File: src/rtl/jericalla_pkg.sv
// rtl/jericalla_pkg.sv - shared widths and FSM state encoding for the jeric sequencer
package jericalla_pkg;
   localparam int INSTR_W = 17;
   localparam int DATA_W  = 32;

   typedef enum logic [2:0] {
      IDLE    = 3'd0,
      ISSUE   = 3'd1,
      WAIT    = 3'd2,
      CAPTURE = 3'd3,
      DONE    = 3'd4
   } seq_state_e;
endpackage

File: src/rtl/jeric_prog_mem.sv
// rtl/jeric_prog_mem.sv - program buffer, one synchronous write port and one asynchronous read port
module jeric_prog_mem #(
   parameter int DEPTH = 16,
   parameter int W     = 17
) (
   input  logic                     clk,
   input  logic                     we,
   input  logic [$clog2(DEPTH)-1:0] waddr,
   input  logic [W-1:0]             wdata,
   input  logic [$clog2(DEPTH)-1:0] raddr,
   output logic [W-1:0]             rdata
);
   logic [W-1:0] mem [DEPTH];

   always_ff @(posedge clk) begin
      if (we) begin
         mem[waddr] <= wdata;
      end
   end

   assign rdata = mem[raddr];
endmodule

File: src/rtl/jeric_sequencer.sv
// rtl/jeric_sequencer.sv - loads a program, issues each word to a datapath and captures its result
// Optional JERIC_SEQ_SKIPZ_EN: a capture with zero flag set skips the following instruction.
module jeric_sequencer import jericalla_pkg::*; #(
   parameter int DEPTH = 16,
   parameter int LAT   = 1
) (
   input  logic               clk,
   input  logic               rst,
   input  logic               load_valid,
   input  logic [INSTR_W-1:0] load_data,
   output logic               load_ready,
   input  logic               clear,
   input  logic               start,
   output logic               busy,
   output logic               done,
   output logic [INSTR_W-1:0] instr_out,
   output logic               instr_valid,
   input  logic [DATA_W-1:0]  ds_in,
   input  logic               zf_in,
   output logic [DATA_W-1:0]  result_out,
   output logic               zf_out,
   output logic               result_valid
);
   localparam int AW = $clog2(DEPTH);
   localparam int CW = AW + 1;
   localparam logic [CW-1:0] DEPTH_C   = CW'(DEPTH);
   localparam logic [3:0]    WAIT_INIT = 4'(LAT - 1);

   seq_state_e         state_q, state_d;
   logic [CW-1:0]      pc_q, pc_d;
   logic [CW-1:0]      cnt_q, cnt_d;
   logic [3:0]         wcnt_q, wcnt_d;
   logic [INSTR_W-1:0] instr_q, instr_d;
   logic               instr_valid_q, instr_valid_d;
   logic [DATA_W-1:0]  result_q, result_d;
   logic               zf_q, zf_d;
   logic               result_valid_q, result_valid_d;
   logic               done_q, done_d;
   logic               busy_q, busy_d;

   logic               mem_we;
   logic [AW-1:0]      rd_addr;
   logic [INSTR_W-1:0] mem_rdata;
   logic [CW-1:0]      pc_step;
   logic [CW-1:0]      pc_adv;

   assign load_ready = (state_q == IDLE) && (cnt_q != DEPTH_C) && !start && !clear;
   assign mem_we     = load_valid && load_ready;

`ifdef JERIC_SEQ_SKIPZ_EN
   assign pc_step = zf_q ? CW'(2) : CW'(1);
`else
   assign pc_step = CW'(1);
`endif

   assign pc_adv = pc_q + pc_step;
   // The word for the next ISSUE is fetched ahead so instr_out can be registered on entry.
   assign rd_addr = (state_q == CAPTURE) ? pc_adv[AW-1:0] : '0;

   jeric_prog_mem #(
      .DEPTH (DEPTH),
      .W     (INSTR_W)
   ) u_prog_mem (
      .clk   (clk),
      .we    (mem_we),
      .waddr (cnt_q[AW-1:0]),
      .wdata (load_data),
      .raddr (rd_addr),
      .rdata (mem_rdata)
   );

   always_comb begin
      state_d        = state_q;
      pc_d           = pc_q;
      cnt_d          = cnt_q;
      wcnt_d         = wcnt_q;
      instr_d        = instr_q;
      instr_valid_d  = 1'b0;
      result_d       = result_q;
      zf_d           = zf_q;
      result_valid_d = 1'b0;
      done_d         = 1'b0;
      case (state_q)
         IDLE: begin
            if (clear) begin
               cnt_d = '0;
            end else if (start) begin
               pc_d = '0;
               if (cnt_q == '0) begin
                  state_d = DONE;
                  done_d  = 1'b1;
               end else begin
                  state_d       = ISSUE;
                  instr_d       = mem_rdata;
                  instr_valid_d = 1'b1;
               end
            end else if (mem_we) begin
               cnt_d = cnt_q + CW'(1);
            end
         end
         ISSUE: begin
            state_d = WAIT;
            wcnt_d  = WAIT_INIT;
         end
         WAIT: begin
            if (wcnt_q == '0) begin
               state_d        = CAPTURE;
               result_d       = ds_in;
               zf_d           = zf_in;
               result_valid_d = 1'b1;
            end else begin
               wcnt_d = wcnt_q - 4'd1;
            end
         end
         CAPTURE: begin
            pc_d = pc_adv;
            if (pc_adv >= cnt_q) begin
               state_d = DONE;
               done_d  = 1'b1;
            end else begin
               state_d       = ISSUE;
               instr_d       = mem_rdata;
               instr_valid_d = 1'b1;
            end
         end
         DONE: begin
            state_d = IDLE;
         end
         default: begin
            state_d = IDLE;
         end
      endcase
      busy_d = (state_d != IDLE);
   end

   always_ff @(posedge clk or posedge rst) begin
      if (rst) begin
         state_q        <= IDLE;
         pc_q           <= '0;
         cnt_q          <= '0;
         wcnt_q         <= '0;
         instr_q        <= '0;
         instr_valid_q  <= 1'b0;
         result_q       <= '0;
         zf_q           <= 1'b0;
         result_valid_q <= 1'b0;
         done_q         <= 1'b0;
         busy_q         <= 1'b0;
      end else begin
         state_q        <= state_d;
         pc_q           <= pc_d;
         cnt_q          <= cnt_d;
         wcnt_q         <= wcnt_d;
         instr_q        <= instr_d;
         instr_valid_q  <= instr_valid_d;
         result_q       <= result_d;
         zf_q           <= zf_d;
         result_valid_q <= result_valid_d;
         done_q         <= done_d;
         busy_q         <= busy_d;
      end
   end

   assign busy         = busy_q;
   assign done         = done_q;
   assign instr_out    = instr_q;
   assign instr_valid  = instr_valid_q;
   assign result_out   = result_q;
   assign zf_out       = zf_q;
   assign result_valid = result_valid_q;
endmodule

File: config.mk
export PLATFORM = sky130hd
export DESIGN_NAME = jeric_sequencer
export DESIGN_NICKNAME = d
export VERILOG_FILES = /design/src/rtl/jericalla_pkg.sv /design/src/rtl/jeric_prog_mem.sv /design/src/rtl/jeric_sequencer.sv
export SDC_FILE = /design/constraint.sdc
export NUM_CORES = 1
export LEC_CHECK = 0
export BUFFER_PORTS_ARGS = -buffer_cell sky130_fd_sc_hd__clkbuf_2
export CAP_MARGIN = 20
export CORE_MARGIN = 2
export CORE_UTILIZATION = 43
export CTS_CLUSTER_SIZE = 28
export DETAILED_ROUTE_END_ITERATION = 10
export GPL_TIMING_DRIVEN = 0
export PLACE_DENSITY_LB_ADDON = 0.05
export SYNTH_ARGS = -nofsm -noshare
export SYNTH_HDL_FRONTEND = slang
export SYNTH_HIERARCHICAL = 1
export SYNTH_SLANG_ARGS = --single-unit
File: constraint.sdc
create_clock -name clk -period 3.77 [get_ports clk]
set_input_delay 0.377 -clock clk [delete_from_list [all_inputs] [get_ports clk]]
set_output_delay 0.377 -clock clk [all_outputs]
set_load 0.005 [all_outputs]
Word-level counts from Yosys, hierarchy flattened
Memories as Yosys holds them, arrays and structs flattened.
Cells that the tools add are included.
Word-level totals
  register bits: 71
  RAM bits: 272
  bits of input ports: 55
  output and inout port bits: 55
  memories kept: 1
Operators by class
  add/sub/neg operators: 3
  $lt $le $gt $ge: 1
  equal/unequal tests: 10
  muxes and demuxes: 34
  reductions and logical operators: 18
Memory list
  u_prog_mem.mem: words 16, width 17, read ports 1, clocked after Yosys merged registers in 0, wr ports 1, line jeric_prog_mem.sv:13  | logic [W-1:0] mem [DEPTH];
Operators by type and width (number)
  $mux 17: 4
  $pmux 17 s2: 1
  $mux 5: 5
  $mux 3: 5
  $mux 1: 12
  $ne 2x2->1 const B: 6
  $pmux 3 s4: 1
  $add 5x1->5 const B: 2
  $pmux 5 s2: 1
  $mux 4: 2
  $pmux 4 s2: 1
  $eq 3x2->1 const B: 2
  $reduce_and 3->1: 2
  $reduce_bool 2->1: 3
  $ge 5x5->1: 1
  $logic_not 5->1: 1
  $ne 5x5->1 const B: 1
  $reduce_and 5->1: 1
  $logic_and 1x1->1: 4
  $logic_not 4->1: 1
  $pmux 1 s2: 2
  $reduce_and 2->1: 2
  $sub 4x1->4 const B: 1
  $eq 3x1->1 const B: 1
  other kinds (3): 4

Logic depth before layout (Yosys ltp)
Gate-level depths: netlist of run 1.
  depth in word-level cells: 8
  gate-level depth with buffers: 11

Hierarchy
The synthesis of run 1 kept the hierarchy.
By module, submodules not included
  jeric_prog_mem: times used 1, cells each 441, area each 10297.4 µm², seq. area each 8167.8 µm²
  jeric_sequencer: times used 1, cells each 229, area each 3123.0 µm², seq. area each 1776.7 µm²

Worst setup path after synthesis of run 1
No wires, ideal clock.
  path type: register to register
  start point: register state_q[1]
  end point: memory u_prog_mem.mem[0][0], enable pin
  library setup time: 412 ps
  arrival: 3311 ps
  path slack: 47 ps
  cell stages (with the launch flop): 6
  path buffers: 1
  period minus slack after synthesis: 3723 ps
  cells stage by stage: dfrtp_1 > clkbuf_1 > or3_1 > nor4_1 > or3b_2 > nor3_1
On the way
  longest elaborated chain between the ends: 7
Ends and longest elaborated chain
  start: declaration: line jeric_sequencer.sv:29  | seq_state_e state_q, state_d;
  start signal: assignment: line jeric_sequencer.sv:150  | state_q <= state_d;
  $logic_not 3->1: line jeric_sequencer.sv:47  | assign load_ready = (state_q == IDLE) && (cnt_q != DEPTH_C) && !start && !clear;
  $logic_and 1x1->1 (3 in a row): line jeric_sequencer.sv:47
  $logic_and 1x1->1: line jeric_sequencer.sv:48  | assign mem_we = load_valid && load_ready;
  via mem_we: line jeric_sequencer.sv:41  | logic mem_we;
  $mux 1: line jeric_prog_mem.sv:16  | if (we) begin
  $mux 1 (implied by the code): line jeric_prog_mem.sv:17  | mem[waddr] <= wdata;
  end: declaration: line jeric_prog_mem.sv:13
The timed path passes the listed nets, and every way through them passes these cells.

Final worst setup path of run 1
  start point: register state_q[1]
  end point: memory u_prog_mem.mem[2][11], enable pin
The elaborated chain is that of the path after synthesis.

==> metrics.txt, run 1 <==
die height 181 µm; Setup Fix Bufs, Post-CTS 0; WP depth 6; post-detailed-route wirelength per cell between 20 and 25 µm; Setup crit end kind flop; delay-heaviest family, CP simple AND/OR/NAND/NOR gates; post-synthesis net count 734; min-delay worst type in2reg; register area share after synthesis approximately three quarters; first-pass GRT wire length around 46000 µm; Post-Synthesis Cell Area between 10000 and 15000 µm²; commonest non-fill, non-tap cells in the layout 272 x edfxtp_1, 110 x clkbuf_2, 71 x dfrtp_1, 65 x mux4_2, 44 x mux2_2; RSZ-0062 raised after global routing false; Area Overhead vs Synth 19.6%; Yosys Warn Count 6; Setup CP Type reg2reg; gr ovfl total 0; period utilisation layout about nine tenths; via/cell ratio around 5.5; Placer Congestion just under 0.8; CTS clk-pin slew, worst paths ~0.060 ns; Slew Limit Fails 0; internal power 7720 µW; I/O pin cnt between 100 and 150; Post-synth EDFFs approximately 270; final hold slack 0.101 ns; initial antenna violation count 0; Worst Path Max Fanout 11; worst-margin pin slew 0.937 ns; FMAX around 290 MHz; Sum Neg Setup Slack 0 ns; Bufs and invs on worst path 2; vias in the first global route roughly 7400; RR Endpoint u_prog_mem/mem[2][11]; Root Buffer clkbuf_16; worst reg2reg path depth 6; most common cell after layout, fill and taps aside edfxtp_1; Layout Skew about 0.011 ns; sequential share of power approximately 45%; Nets ~910; CP Launch Type flop; WP data arrival roughly 3.6 ns; dpl cell area approximately 15000 µm²; Synth Flop Type edfxtp_1; layout cell share with drive strength beyond 1 38.7%; post-DP HPWL approximately 20000 µm; Layout Utilization 52.3%; worst-skew pair later-pin latency between 0.5 and 0.6 ns; area of the core slightly above 30000 µm²; Slew headroom a little under two fifths; Worst path max stage delay ~0.64 ns; first drt pass iteration count 5; Critical Path Start state_q[1]; Final Hold Viols 0; crit path cell chain clkbuf_1, or3_1, nor4_2, or3b_2, nor2_2, buf_16; r2r startpoint state_q[1]; P per Cell Area between 600 and 700 nW/µm²; clock power share between 30% and 40%; Yosys cell types 48; Sw Share 25.7%; Synth Register Bits roughly 340; worst reg2reg setup slack 0.37 ns; switching pwr between 2000 and 3000 µW; Die ar. roughly 33000 µm²; post-route minimum period about 3.4 ns; fin area between 15000 and 20000 µm²; VDD IR max 0.331 mV; Clock Sinks roughly 340; P_leak ~0.0057 µW; chip width roughly 180 µm; CTS tree yes; Max stage delay cell, worst path nor4_2; status complete, no violations; Initial Util around 44%; Longest Clk Path Bufs 3; Logic pwr share between 20% and 30%; CTS Buf Count 38; Setup crit end u_prog_mem/mem[2][11]; row count between 60 and 70; # port buffers between 100 and 150; async set-reset flop share out of synthesis 20.7%; Total GRT Usage between 10% and 20%; largest net degree at the start of global routing 63; ANT nets after route 0; H-tree Lvls 2; final wirelength approximately 30000 µm; cell accounting for the most synthesized area edfxtp_1; Ant. Diodes 0; Gate Count Post-Synth 670; top cells by area, synth edfxtp_1 61%, dfrtp_1 13%, mux4_2 11%, mux2_2 3.7%, a22oi_1 2.0%; critical path required time about 4 ns; First DRT Iteration DRCs just under 500; syn_area_per_cell around 20 µm²; max-cap viol count 0; Setup violations, final 0; post-synth top area share between 60% and 70%; vias 7017; residual DRC count 0
-- cell type report --
type                    instances  area [µm²]
repair buffers                131         891
plain buffers                  33         204
clock inverters                15         130
fillers                      2480       14600
inverters                      12        47.5
multi-input cells             282        3280
well taps                     396         495
clock buffers                  54        1050
flip-flops and latches        343        9940
-- cell usage after synthesis, types with 7 or more instances --
master    instances
a22oi_1          35
nand2_1          21
a21o_1            7
clkbuf_1         16
mux2_4            8
a21oi_1           7
nor2_1           16
nor4_1            7
dfrtp_1          71
ha_1              9
buf_2             8
o21ai_0           7
nor3_1            8
inv_1            12
edfxtp_1        272
mux4_2           65
mux2_2           44
-- logic make-up after synthesis --
family	Yosys count	synth area share, %
mux	120	16.1
fa+ha+maj	9	0.839
flops	343	74.1
compound gates	67	3.61
xor+xnor	6	0.392
simple gates	80	3.12
buf+inv	45	1.86
-- layer usage --
layer	part of all wire [%]	wire [µm]	GRT usage, %	vias up
met5	0	0	0	-
li1	-	-	-	3068
met3	5.2	1560	2.77	43
met2	49	14800	31.2	220
met1	44	13200	26.5	3686
met4	1.9	586	4.65	0
-- through the flow --
step	worst slack, ns	power, µW	instances
global placement	-1.74	6910	1175
CTS	0.338	10500	1266
floorplan	0.0469	6180	670
detailed placement	0.0171	7020	1196
global route	0.160	10900	1266
finish	0.367	10400	1266
-- how the worst min path moves through the flow --
stage / startpoint / endpoint / slack, ns / cells after the start
2_1_floorplan: clear / cnt_q[4] / 0.46 / 1
4_1_cts: ds_in[25] / result_out[25] / 0.08 / 2
5_1_grt: ds_in[0] / result_out[0] / 0.09 / 2
6_report: ds_in[30] / result_out[30] / 0.10 / 2
3_3_place_gp: result_out[25] / result_out[25] / 0.49 / 1
3_5_place_dp: rst / result_out[29] / 0.31 / 2
-- worst reg2reg max path: stages, from the launching register on --
cell      delay (ns)
dfrtp_1         0.39
clkbuf_1        0.24
or3_1           0.45
nor4_2          0.64
or3b_2          0.59
nor2_2          0.58
buf_16          0.22
-- power by group through the flow --
stage	clock [µW]	sequential, µW	combinational [µW]
final	3480	4660	2250
after global placement	0	4700	2210
after floorplan	0	4720	1460
after global routing	3730	4700	2460
after detailed placement	0	4730	2280
after CTS	3580	4660	2290
-- flip-flops by register name (all words and copies together), names as in the netlist --
name            count
u_prog_mem/mem    272
result_out         32
instr_out          17
cnt_q               5
pc_q                5
wcnt_q              4
state_q             3
busy                1
done                1
instr_valid         1
result_valid        1
zf_out              1
-- timing repair --
item | CTS | global route
resized for setup | 1 | 0
endpoints found under the hold margin | 9 | 0
setup endpoints to repair | 9 | 0
hold buffers | 1 | 0
Note: power is estimated with default switching activity, not from simulation.
==> run 2, diff against run 1 <==
PLACE_DENSITY = 0.69   (was unset)
PLACE_DENSITY_LB_ADDON = unset   (was 0.05)
==> run 2 against run 1 <==
Die area unchanged. Hold slack got worse by 0.0014 ns. Core utilization shrank 0.22 points. Count of clock-buffer cells in the layout rose by 5. Non-clock buffer count decreased by 2. First-iteration DRC count rose by 43%. Sequential share of layout area up 0.27 points. Sequential power barely moved. Wire length decreased by 4.7%. Cell count decreased by 0.55%. Sequential cell count is the same. Worst setup slack got worse by 0.028 ns. Critical path type unchanged. Critical endpoint is now u_prog_mem/mem[0][9]. Largest cell class unchanged. Largest power group unchanged.
==> metrics.txt, run 2 (synthesis gave the netlist of run 1 again) <==
Final Power 10300 µW (-1.2%); via/cell ratio 5.57 (+0.47%); fin cells 1259 (-0.55%); ANT nets after route 0 (unchanged); First DRT Iteration DRCs 698 (+43%); worst-skew pair later-pin latency 0.53 ns (+0.02 ns); Root Buffer clkbuf_16; Final Hold Viols 0 (unchanged); CTS tree yes; crit path cell chain inv_1, ha_1, nor4bb_1, nor4_2, or3b_2, nor3_2, buf_6; Sw Share 25.9% (+0.14 points); Slew headroom 38.9% (+1.3 points); worst-margin pin slew 0.917 ns (-0.0201 ns); Worst Path Max Fanout 11 (unchanged); CTS Buf Count 36 (-5.3%); VDD IR max 0.457 mV (+38%); largest net degree at the start of global routing 48 (-24%); Setup CP Type reg2reg; GR met3 Demand/Resource 3.07% (+0.30 points); Logic pwr share 21.6% (about the same); critical path required time 3.99 ns (about the same); most common cell after layout, fill and taps aside edfxtp_1; vias in the first global route 7262 (-2.5%); gr ovfl total 0 (unchanged); Ant. Diodes 0 (unchanged); initial antenna violation count 0 (unchanged); P per Cell Area 642 nW/µm² (-0.81%); dpl cells 1194 (-0.17%); clock power share 32.9% (-0.6 points); area of the core 30700 µm² (unchanged); P_leak 0.00562 µW (-1.0%); period utilisation layout 91.0% (+0.73 points); row count 64 (unchanged); min-delay worst type in2reg; status complete, no violations; Layout Skew 0.0242 ns (+0.0134 ns); max FFs per register 272 (unchanged); Biggest register u_prog_mem/mem; FMAX 291 MHz (-0.80%); sequential share of power 45.4% (+0.6 points); switching pwr 2650 µW (-0.68%); # port buffers 109 (unchanged); Setup violations, final 0 (unchanged); max-cap viol count 0 (unchanged); gr busiest metal met2; Initial Util 43.8% (unchanged); final wirelength 28800 µm (-4.7%); Total GRT Usage 17.8% (-0.99 points); first drt pass iteration count 5 (unchanged); die height 181 µm (unchanged); first-pass GRT wire length 44100 µm (-4.0%); GR Layer Usage met2 29.1% (-2.0 points); residual DRC count 0 (unchanged); Placer Congestion 0.742 (-6.4%); Setup Fix Bufs, Post-CTS 0 (unchanged); Setup crit end kind flop; WP data arrival 3.65 ns (+0.03 ns); Longest Clk Path Bufs 3 (unchanged); I/O pin cnt 110 (unchanged); Worst path max stage delay 0.69 ns (+0.05 ns); RSZ-0062 raised after global routing false; post-route minimum period 3.43 ns (+0.0275 ns); Clock Sinks 343 (unchanged); GR Util met1 25.1% (-1.4 points); Die ar. 32600 µm² (unchanged); Nets 901 (-0.44%); CP Launch Type flop; layout cell share with drive strength beyond 1 38.0% (-0.73 points); Area Overhead vs Synth 19.1%; Max stage delay cell, worst path dfrtp_1; Filler cells 2416 (-2.6%); post-detailed-route wirelength per cell 22.8 µm (-4.1%); chip width 181 µm (unchanged); H-tree Lvls 2 (unchanged); internal power 7600 µW (-1.4%); CTS clk-pin slew, worst paths 0.06 ns (about the same); Slew Limit Fails 0 (unchanged); commonest non-fill, non-tap cells in the layout 272 x edfxtp_1, 110 x clkbuf_2, 71 x dfrtp_1, 65 x mux4_2, 44 x mux2_2; vias 7011 (-0.086%); post-DP HPWL 19200 µm (-6.4%)
run 2: changes by cell type in the layout (fill, tap and decap cells not counted), moves of 2 or more:
cell,before,now
nor3_2,4,2
clkinv_2,4,0
clkbuf_1,29,34
nor3_4,0,2
clkbuf_16,39,37
clkbuf_8,2,4
inv_6,2,0
clkinv_1,5,2
run 2: final cells by class:
| cell class | count | area, µm² | share of cell area [%] |
|---|---|---|---|
| Buffer | 33 | 204 | 1.28 |
| Clock buffer | 59 | 1050 | 6.56 |
| Clock inverter | 5 | 83.8 | 0.525 |
| Inverter | 12 | 47.5 | 0.298 |
| Multi-Input combinational cell | 282 | 3300 | 20.6 |
| Sequential cell | 343 | 9940 | 62.2 |
| Tap cell | 396 | 495 | 3.10 |
| Timing Repair Buffer | 129 | 860 | 5.38 |
run 2: final timing paths:
kind / start / to / slack, ns / cells after the start
worst max-delay path: cnt_q[0] / u_prog_mem/mem[0][9] / 0.34 / 7
worst min-delay path: ds_in[25] / result_out[25] / 0.1 / 2
worst max register to register: cnt_q[0] / u_prog_mem/mem[0][9] / 0.34 / 7
worst min register to register: instr_out[10] / instr_out[10] / 0.50 / 1
max in group asynchronous: rst / instr_out[9] / 2.77 / 4
min in group asynchronous: rst / done / 0.42 / 3
run 2: power by group through the flow:
stage               Sequential, µW  Clock [µW]  Combinational, µW
floorplan                     4720           0               1460
global placement              4710           0               2190
detailed placement            4730           0               2260
CTS                           4660        3460               2270
global route                  4700        3600               2430
finish                        4660        3380               2220
run 2: critical path: cells and delay by family (launching register included):
kind                       cells  cell delay, ns
DFF                            1            0.69
buffers and inverters          2            0.38
and+or+nand+nor                4            1.83
adders and majority gates      1            0.23
run 2: timing repair:
action / 4_1_cts / 5_1_grt
gates resized for setup: 0 / 3
hold buffers: 1 / 0
setup endpoints to repair: 0 / 54
hold endpoints to repair: 24 / 0
run 2: per-layer routing:
| metal | share of wire, % | up-vias |
|---|---|---|
| li1 | - | 3052 |
| met1 | 42 | 3636 |
| met2 | 49 | 270 |
| met3 | 6.9 | 53 |
| met4 | 2.3 | 0 |
| met5 | 0 | - |
run 2: through the flow:
step	area, µm²	util [%]	setup slack [ns]	TNS, ns	hold slack [ns]
after detailed placement	14800	48.3	0.0429	0	0.379
after CTS	16000	52.0	0.0154	0	0.0857
after global routing	16000	52.1	0.199	0	0.0878
after floorplan	13400	-	0.0469	0	0.459
final	16000	52.1	0.339	0	0.0998
after global placement	14500	47.2	-1.67	-183.93	0.486
